--- src/rtl/defs.sv ---
// Decoder memory-access codes shared by the decoder and the load/store unit.
`ifndef LSU_DEFS_SV
`define LSU_DEFS_SV

`define MEM_NONE   4'd0
`define MEM_LOAD1  4'd1
`define MEM_LOAD2  4'd2
`define MEM_LOAD4  4'd3
`define MEM_LOAD1U 4'd4
`define MEM_LOAD2U 4'd5
`define MEM_STORE1 4'd6
`define MEM_STORE2 4'd7
`define MEM_STORE4 4'd8

`endif

--- src/rtl/lsu_pkg.sv ---
// Shared LSU types: controller FSM state encoding and store byte-lane masks.
package lsu_pkg;

    typedef enum logic [1:0] {
        ST_IDLE,
        ST_REQ,
        ST_WAIT,
        ST_RESP
    } state_t;

    localparam logic [3:0] STRB_B = 4'b0001;
    localparam logic [3:0] STRB_H = 4'b0011;
    localparam logic [3:0] STRB_W = 4'b1111;

endpackage

--- src/rtl/lsu_extend.sv ---
// Load alignment: shifts the addressed lane down to bit 0, then sign- or zero-extends.
`include "defs.sv"

module lsu_extend (
    input  logic [31:0] word,
    input  logic [1:0]  off,
    input  logic [3:0]  mem_ctrl,
    output logic [31:0] rdata
);

    logic [31:0] sh;

    always_comb begin
        sh = word >> {off, 3'b000};
        case (mem_ctrl)
            `MEM_LOAD1:  rdata = {{24{sh[7]}}, sh[7:0]};
            `MEM_LOAD2:  rdata = {{16{sh[15]}}, sh[15:0]};
            `MEM_LOAD1U: rdata = {24'd0, sh[7:0]};
            `MEM_LOAD2U: rdata = {16'd0, sh[15:0]};
            default:     rdata = sh;
        endcase
    end

endmodule

--- src/rtl/lsu_ctrl.sv ---
// Load/store unit controller: single outstanding access on a req/gnt/rvalid bus.
// Build option LSU_MISALIGN_TRAP_EN: trap misaligned halfword/word accesses instead of issuing them.
`include "defs.sv"

module lsu_ctrl
    import lsu_pkg::*;
(
    input  logic        clk,
    input  logic        rst,
    input  logic        req_valid,
    input  logic [3:0]  mem_ctrl,
    input  logic [31:0] addr,
    input  logic [31:0] wdata,
    input  logic [4:0]  rd_i,
    output logic        busy,
    output logic        done,
    output logic [31:0] rdata,
    output logic [4:0]  rd_o,
    output logic        reg_w_en,
    output logic        bus_req,
    output logic        bus_we,
    output logic [31:0] bus_addr,
    output logic [31:0] bus_wdata,
    output logic [3:0]  bus_wstrb,
    input  logic        bus_gnt,
    input  logic        bus_rvalid,
    input  logic [31:0] bus_rdata,
    output logic        misalign_o,
    output logic [31:0] bad_addr
);

    state_t      state, state_nx;
    logic [31:0] addr_r, wdata_r, word_r, lane_wdata, ext;
    logic [3:0]  ctrl_r, strb;
    logic [4:0]  rd_r;
    logic [1:0]  off;
    logic        accept, misalign_now, capture;

    function automatic logic is_load(input logic [3:0] c);
        return c inside {`MEM_LOAD1, `MEM_LOAD2, `MEM_LOAD4, `MEM_LOAD1U, `MEM_LOAD2U};
    endfunction

    function automatic logic is_store(input logic [3:0] c);
        return c inside {`MEM_STORE1, `MEM_STORE2, `MEM_STORE4};
    endfunction

    // Byte accesses use the full offset, halfwords only addr[1], words none.
    function automatic logic [1:0] lane_off(input logic [3:0] c, input logic [1:0] a);
        case (c)
            `MEM_LOAD1, `MEM_LOAD1U, `MEM_STORE1: return a;
            `MEM_LOAD2, `MEM_LOAD2U, `MEM_STORE2: return {a[1], 1'b0};
            default:                              return 2'b00;
        endcase
    endfunction

    assign accept  = (state == ST_IDLE) && req_valid && (mem_ctrl != `MEM_NONE) && !rst;
    assign capture = bus_rvalid && (((state == ST_REQ) && bus_gnt) || (state == ST_WAIT));
    assign off     = lane_off(ctrl_r, addr_r[1:0]);

`ifdef LSU_MISALIGN_TRAP_EN
    function automatic logic misaligned(input logic [3:0] c, input logic [1:0] a);
        case (c)
            `MEM_LOAD2, `MEM_LOAD2U, `MEM_STORE2: return a[0];
            `MEM_LOAD4, `MEM_STORE4:              return a != 2'b00;
            default:                              return 1'b0;
        endcase
    endfunction

    logic mis_r;

    assign misalign_now = misaligned(mem_ctrl, addr[1:0]);

    always_ff @(posedge clk) begin
        if (accept) mis_r <= misalign_now;
    end

    assign misalign_o = done & mis_r;
    assign bad_addr   = misalign_o ? addr_r : 32'd0;
`else
    assign misalign_now = 1'b0;
    assign misalign_o   = 1'b0;
    assign bad_addr     = 32'd0;
`endif

    always_ff @(posedge clk) begin
        if (rst) state <= ST_IDLE;
        else     state <= state_nx;
    end

    // Request payload is frozen at accept so the core may move on while we stall it.
    always_ff @(posedge clk) begin
        if (accept) begin
            addr_r  <= addr;
            wdata_r <= wdata;
            ctrl_r  <= mem_ctrl;
            rd_r    <= rd_i;
        end
        if (capture) word_r <= bus_rdata;
    end

    always_comb begin
        state_nx = state;
        busy     = accept;
        done     = 1'b0;
        bus_req  = 1'b0;
        case (state)
            ST_IDLE: if (accept) state_nx = misalign_now ? ST_RESP : ST_REQ;
            ST_REQ: begin
                busy    = 1'b1;
                bus_req = 1'b1;
                if (bus_gnt)
                    state_nx = (is_store(ctrl_r) || bus_rvalid) ? ST_RESP : ST_WAIT;
            end
            ST_WAIT: begin
                busy = 1'b1;
                if (bus_rvalid) state_nx = ST_RESP;
            end
            ST_RESP: begin
                done     = 1'b1;
                state_nx = ST_IDLE;
            end
            default: state_nx = ST_IDLE;
        endcase
    end

    always_comb begin
        strb       = 4'b0000;
        lane_wdata = wdata_r;
        case (ctrl_r)
            `MEM_STORE1: begin
                strb       = STRB_B << off;
                lane_wdata = {4{wdata_r[7:0]}};
            end
            `MEM_STORE2: begin
                strb       = STRB_H << off;
                lane_wdata = {2{wdata_r[15:0]}};
            end
            `MEM_STORE4: strb = STRB_W;
            default: ;
        endcase
    end

    lsu_extend u_extend (
        .word     (word_r),
        .off      (off),
        .mem_ctrl (ctrl_r),
        .rdata    (ext)
    );

    assign bus_we    = bus_req & is_store(ctrl_r);
    assign bus_addr  = bus_req ? {addr_r[31:2], 2'b00} : 32'd0;
    assign bus_wstrb = bus_req ? strb : 4'b0000;
    assign bus_wdata = bus_req ? lane_wdata : 32'd0;
    assign rdata     = done ? ext : 32'd0;
    assign rd_o      = done ? rd_r : 5'd0;
    assign reg_w_en  = done & is_load(ctrl_r) & ~misalign_o;

endmodule

--- config.mk ---
export PLATFORM = sky130hd
export DESIGN_NAME = lsu_ctrl
export DESIGN_NICKNAME = d
export VERILOG_FILES = /design/src/rtl/lsu_pkg.sv /design/src/rtl/lsu_extend.sv /design/src/rtl/lsu_ctrl.sv
export VERILOG_INCLUDE_DIRS = /design/src /design/src/rtl
export SDC_FILE = /design/constraint.sdc
export NUM_CORES = 1
export LEC_CHECK = 0
export ABC_AREA = 1
export BUFFER_PORTS_ARGS = -buffer_cell sky130_fd_sc_hd__buf_2
export CAP_MARGIN = 25
export CORE_AREA = 10 10 139 141
export CTS_CLUSTER_SIZE = 12
export DETAILED_ROUTE_END_ITERATION = 8
export DIE_AREA = 0 0 149 151
export GPL_ROUTABILITY_DRIVEN = 0
export PLACE_DENSITY = 0.65
export SKIP_LAST_GASP = 1
export SYNTH_ARGS = -nofsm -noshare
export SYNTH_HDL_FRONTEND = slang
export SYNTH_HIERARCHICAL = 1
export SYNTH_SLANG_ARGS = --single-unit
export TNS_END_PERCENT = 10
--- constraint.sdc ---
create_clock -name clk -period 3.5 [get_ports clk]
set_clock_uncertainty 0.15 [all_clocks]
set_input_delay 0.7 -clock clk [delete_from_list [all_inputs] [get_ports clk]]
set_output_delay 0.7 -clock clk [all_outputs]
set_load 0.02 [all_outputs]
==> metrics.md <==
| Metric | Value |
|---|---|
| Cells after synthesis | 645 |
| Commonest non-fill, non-tap cell in the layout | buf_2 |
| Die ar. | 22500 um^2 |
| Max-cap violations | 0 |
| Pint | 2520 uW |
| Vias in the first global route | 4899 |
| Share of layout cells above drive strength 1 | 33.6% |
| WHS | 0.364 ns |
| Period minus WS final | 3.27 ns |
| Initial antenna violation count | 2 |
| DPL Wire Length | 13000 um |
| Clk network pwr share | 25.1% |
| Vias | 4858 |
| Yosys reg bits | 107 |
| CTS max path bufs | 2 |
| Total power | 3970 uW |
| Drt drc | 0 |
| Final Max Tran Viols | 0 |
| Worst path max stage delay | 0.52 ns |
| Synth Flop Type | edfxtp_1 |
| Register-to-Register Path Depth | 7 |
| IO buf count | 217 |
| CTS buffer count | 9 |
| Tcrit/Tclk final | 93.4% |
| Worst setup SP type | register |
| Overall routed net length | 17100 um |
| Gr usage total | 14.3% |
| R2r startpoint | state[1]$_SDFFE_PP0P_ |
| Cell family with most CP delay | simple AND/OR/NAND/NOR gates |
| Placed cell areas | 6990 um^2 |
| Final setup violating endpoints | 0 |
| Setup TNS Final | 0 ns |
| R2r setup slk | 1.20 ns |
| Arr. time, crit path | 2.42 ns |
| Initial Utilization | 35.5% |
| Sequential cell fraction of total power | 42.4% |
| Die Y | 151 um |
| Pleak | 0.00409 uW |
| Crit-path max FO | 18 |
| FFs w/ async S/R, synth | 0% |
| Chip Width | 149 um |
| Antenna cells | 0 |
| Synth warn | 6 |
| Post-route cell area | 7410 um^2 |
| Hold Crit Depth | 1 |
| Clock tree root driver cell | clkbuf_16 |
| Largest net degree at the start of global routing | 74 |
| Mapped Area | 5840 um^2 |
| Most frequent cells in the layout | 217 x buf_2, 161 x nand2_1, 109 x inv_1 |
| Worst setup EP type | output pin |
| Initial DRC Count | 237 |
| CTS sink count | 107 |
| Slowest cell on the critical path | edfxtp_1 |
| Netlist cell types | 37 |
| Critical-path cell list | nor2_2 -> nand3_1 -> nand2_1 -> nand2_1 -> inv_4 -> inv_6 -> nand2_1 -> nand2_1 -> nand2_4 -> nand3b_4 -> nand3_1 -> nand2_1 -> inv_1 -> buf_2 |
| Top cell by count, worst path | nand2_1 |
| Drt wl/cell | 15.8 um |
| Crit path depth | 14 |
| Worst Tran Pin Value | 0.946 ns |
| Critical path class | register to output pin |
| CP Buf/Inv Count | 4 |
| Syn-to-layout area delta | 26.9% |
| Total Nets Final | 973 |
| Gr ovfl total | 0 |
| Relative slew slack | 36.9% |
| TritonRoute pass-1 iters | 5 |
| First-pass GRT wire length | 25300 um |
| Required @ worst endpoint | 2.65 ns |
| Clock Latency Late Sink | 0.35 ns |
| FMAX | 306 MHz |
| Drt via density | 4.49 |
| CTS tree | yes |
| Final ANT Viol Nets | 0 |
| Num rows | 47 |
| Cell Count, Final, Fillers Out | 1082 |
| Sequential element share of the synthesized area | 54.7% |
| Syn_area_per_cell | 9.05 um^2 |
| PD cells | 536 nW/um^2 |
| Sw power | 1450 uW |
| Outcome | completed |
| Final hold vios | 0 |
| Worst vdd ir | 0.000245 V |
| Gate power share | 32.5% |
| Sw frac | 36.6% |
| Clock transition at path regs | 0.08 ns |
| Worst min-delay path class | input port to register |
| Hold wc startpoint | wdata[20] |
| Post-synth EDFFs | 105 |
| Worst setup path endpoint | rdata[23] |
| RSZ-0062 raised after global routing | false |
| Critical R2R Capture | addr_r[31]$_DFFE_PP_ |
| Crit path launch | ctrl_r[2]$_DFFE_PP_ |
| H-tree depth | 3 |
| Core area | 16500 um^2 |
| I/O pin count | 253 |
| Cell count after placement | 1060 |
## metal layers
layer,up-vias,wire length (um),part of all wire [%],global-route usage (%)
met1,2197,6510,38,15.3
met5,-,31,0.18,0
met4,4,241,1.4,4.07
met2,216,7980,47,23.5
li1,2418,-,-,-
met3,23,2320,14,8.47
## worst reg2reg max path: stages (launching register included)
cell	delay (ns)
dfxtp_1	0.35
inv_1	0.13
ha_1	0.18
nand2_1	0.06
nor2_1	0.10
nand2_1	0.11
clkinvlp_4	0.08
buf_4	0.71
## sequential cells by signal, summed over array words and instances, names as in the netlist
register and count:
addr_r 32, wdata_r 32, word_r 32, rd_r 5, ctrl_r 4, state 2
## through the flow
step                util (%)  setup WS (ns)
floorplan                  -         0.0732
global placement        42.5          0.412
detailed placement      42.5          0.336
CTS                     44.2        -0.0511
global route            45.0         0.0104
finish                  45.0          0.231
## worst min path at each step
stage,to,slack (ns)
after floorplan,state[0]$_SDFFE_PP0P_,0.34
after global placement,state[0]$_SDFFE_PP0P_,0.37
after detailed placement,state[0]$_SDFFE_PP0P_,0.38
after CTS,word_r[28]$_DFFE_PP_,0.35
after global routing,word_r[17]$_DFFE_PP_,0.34
final,wdata_r[20]$_DFFE_PP_,0.36
## synth_stat cells, types with 3 or more instances
cell,instances,area [um^2]
a21oi_2,3,26.3
nor2_2,3,18.8
o21ai_0,34,170
nand2_1,161,604
buf_6,5,56.3
inv_1,111,417
edfxtp_1,105,3150
nand3_1,37,185
a22oi_1,7,52.6
nand2_2,4,25.0
buf_4,39,293
inv_2,4,15.0
clkbuf_1,10,37.5
a21oi_1,17,85.1
nor3_1,7,35.0
buf_2,8,40.0
ha_1,5,62.6
nor2_1,43,161
o21a_1,7,52.6
nand3_2,14,140
## kinds of logic after synthesis
kind of cell	share of synthesized area, %
AOI/OAI and AO/OA	7.31
adders and majority gates	1.07
and+or+nand+nor	21.8
DFF	54.7
buffers and inverters	15.1
other	0.0642
## what timing repair did
action	CTS	global route
gates cloned	0	3
buffers inserted	0	4
gates resized for setup	0	11
pin swaps	0	2
endpoints found under the setup margin	24	31
hold buffers	0	0
## cell type report
type	count	area (um^2)
Tap cell	220	275
Fill cell	1661	9060
Timing Repair Buffer	230	1220
Inverter	116	447
Clock inverter	6	56.3
Sequential cell	107	3190
Multi-Input combinational cell	394	1990
Clock buffer	9	225
## power groups by stage
| stage | Clock (uW) | Sequential, uW | Combinational (uW) |
|---|---|---|---|
| after floorplan | 0 | 1700 | 897 |
| after global placement | 0 | 1710 | 1260 |
| after detailed placement | 0 | 1720 | 1270 |
| after CTS | 1030 | 1690 | 1280 |
| after global routing | 1060 | 1700 | 1440 |
| final | 997 | 1680 | 1290 |
No activity file was read; power rests on OpenSTA's default activity.
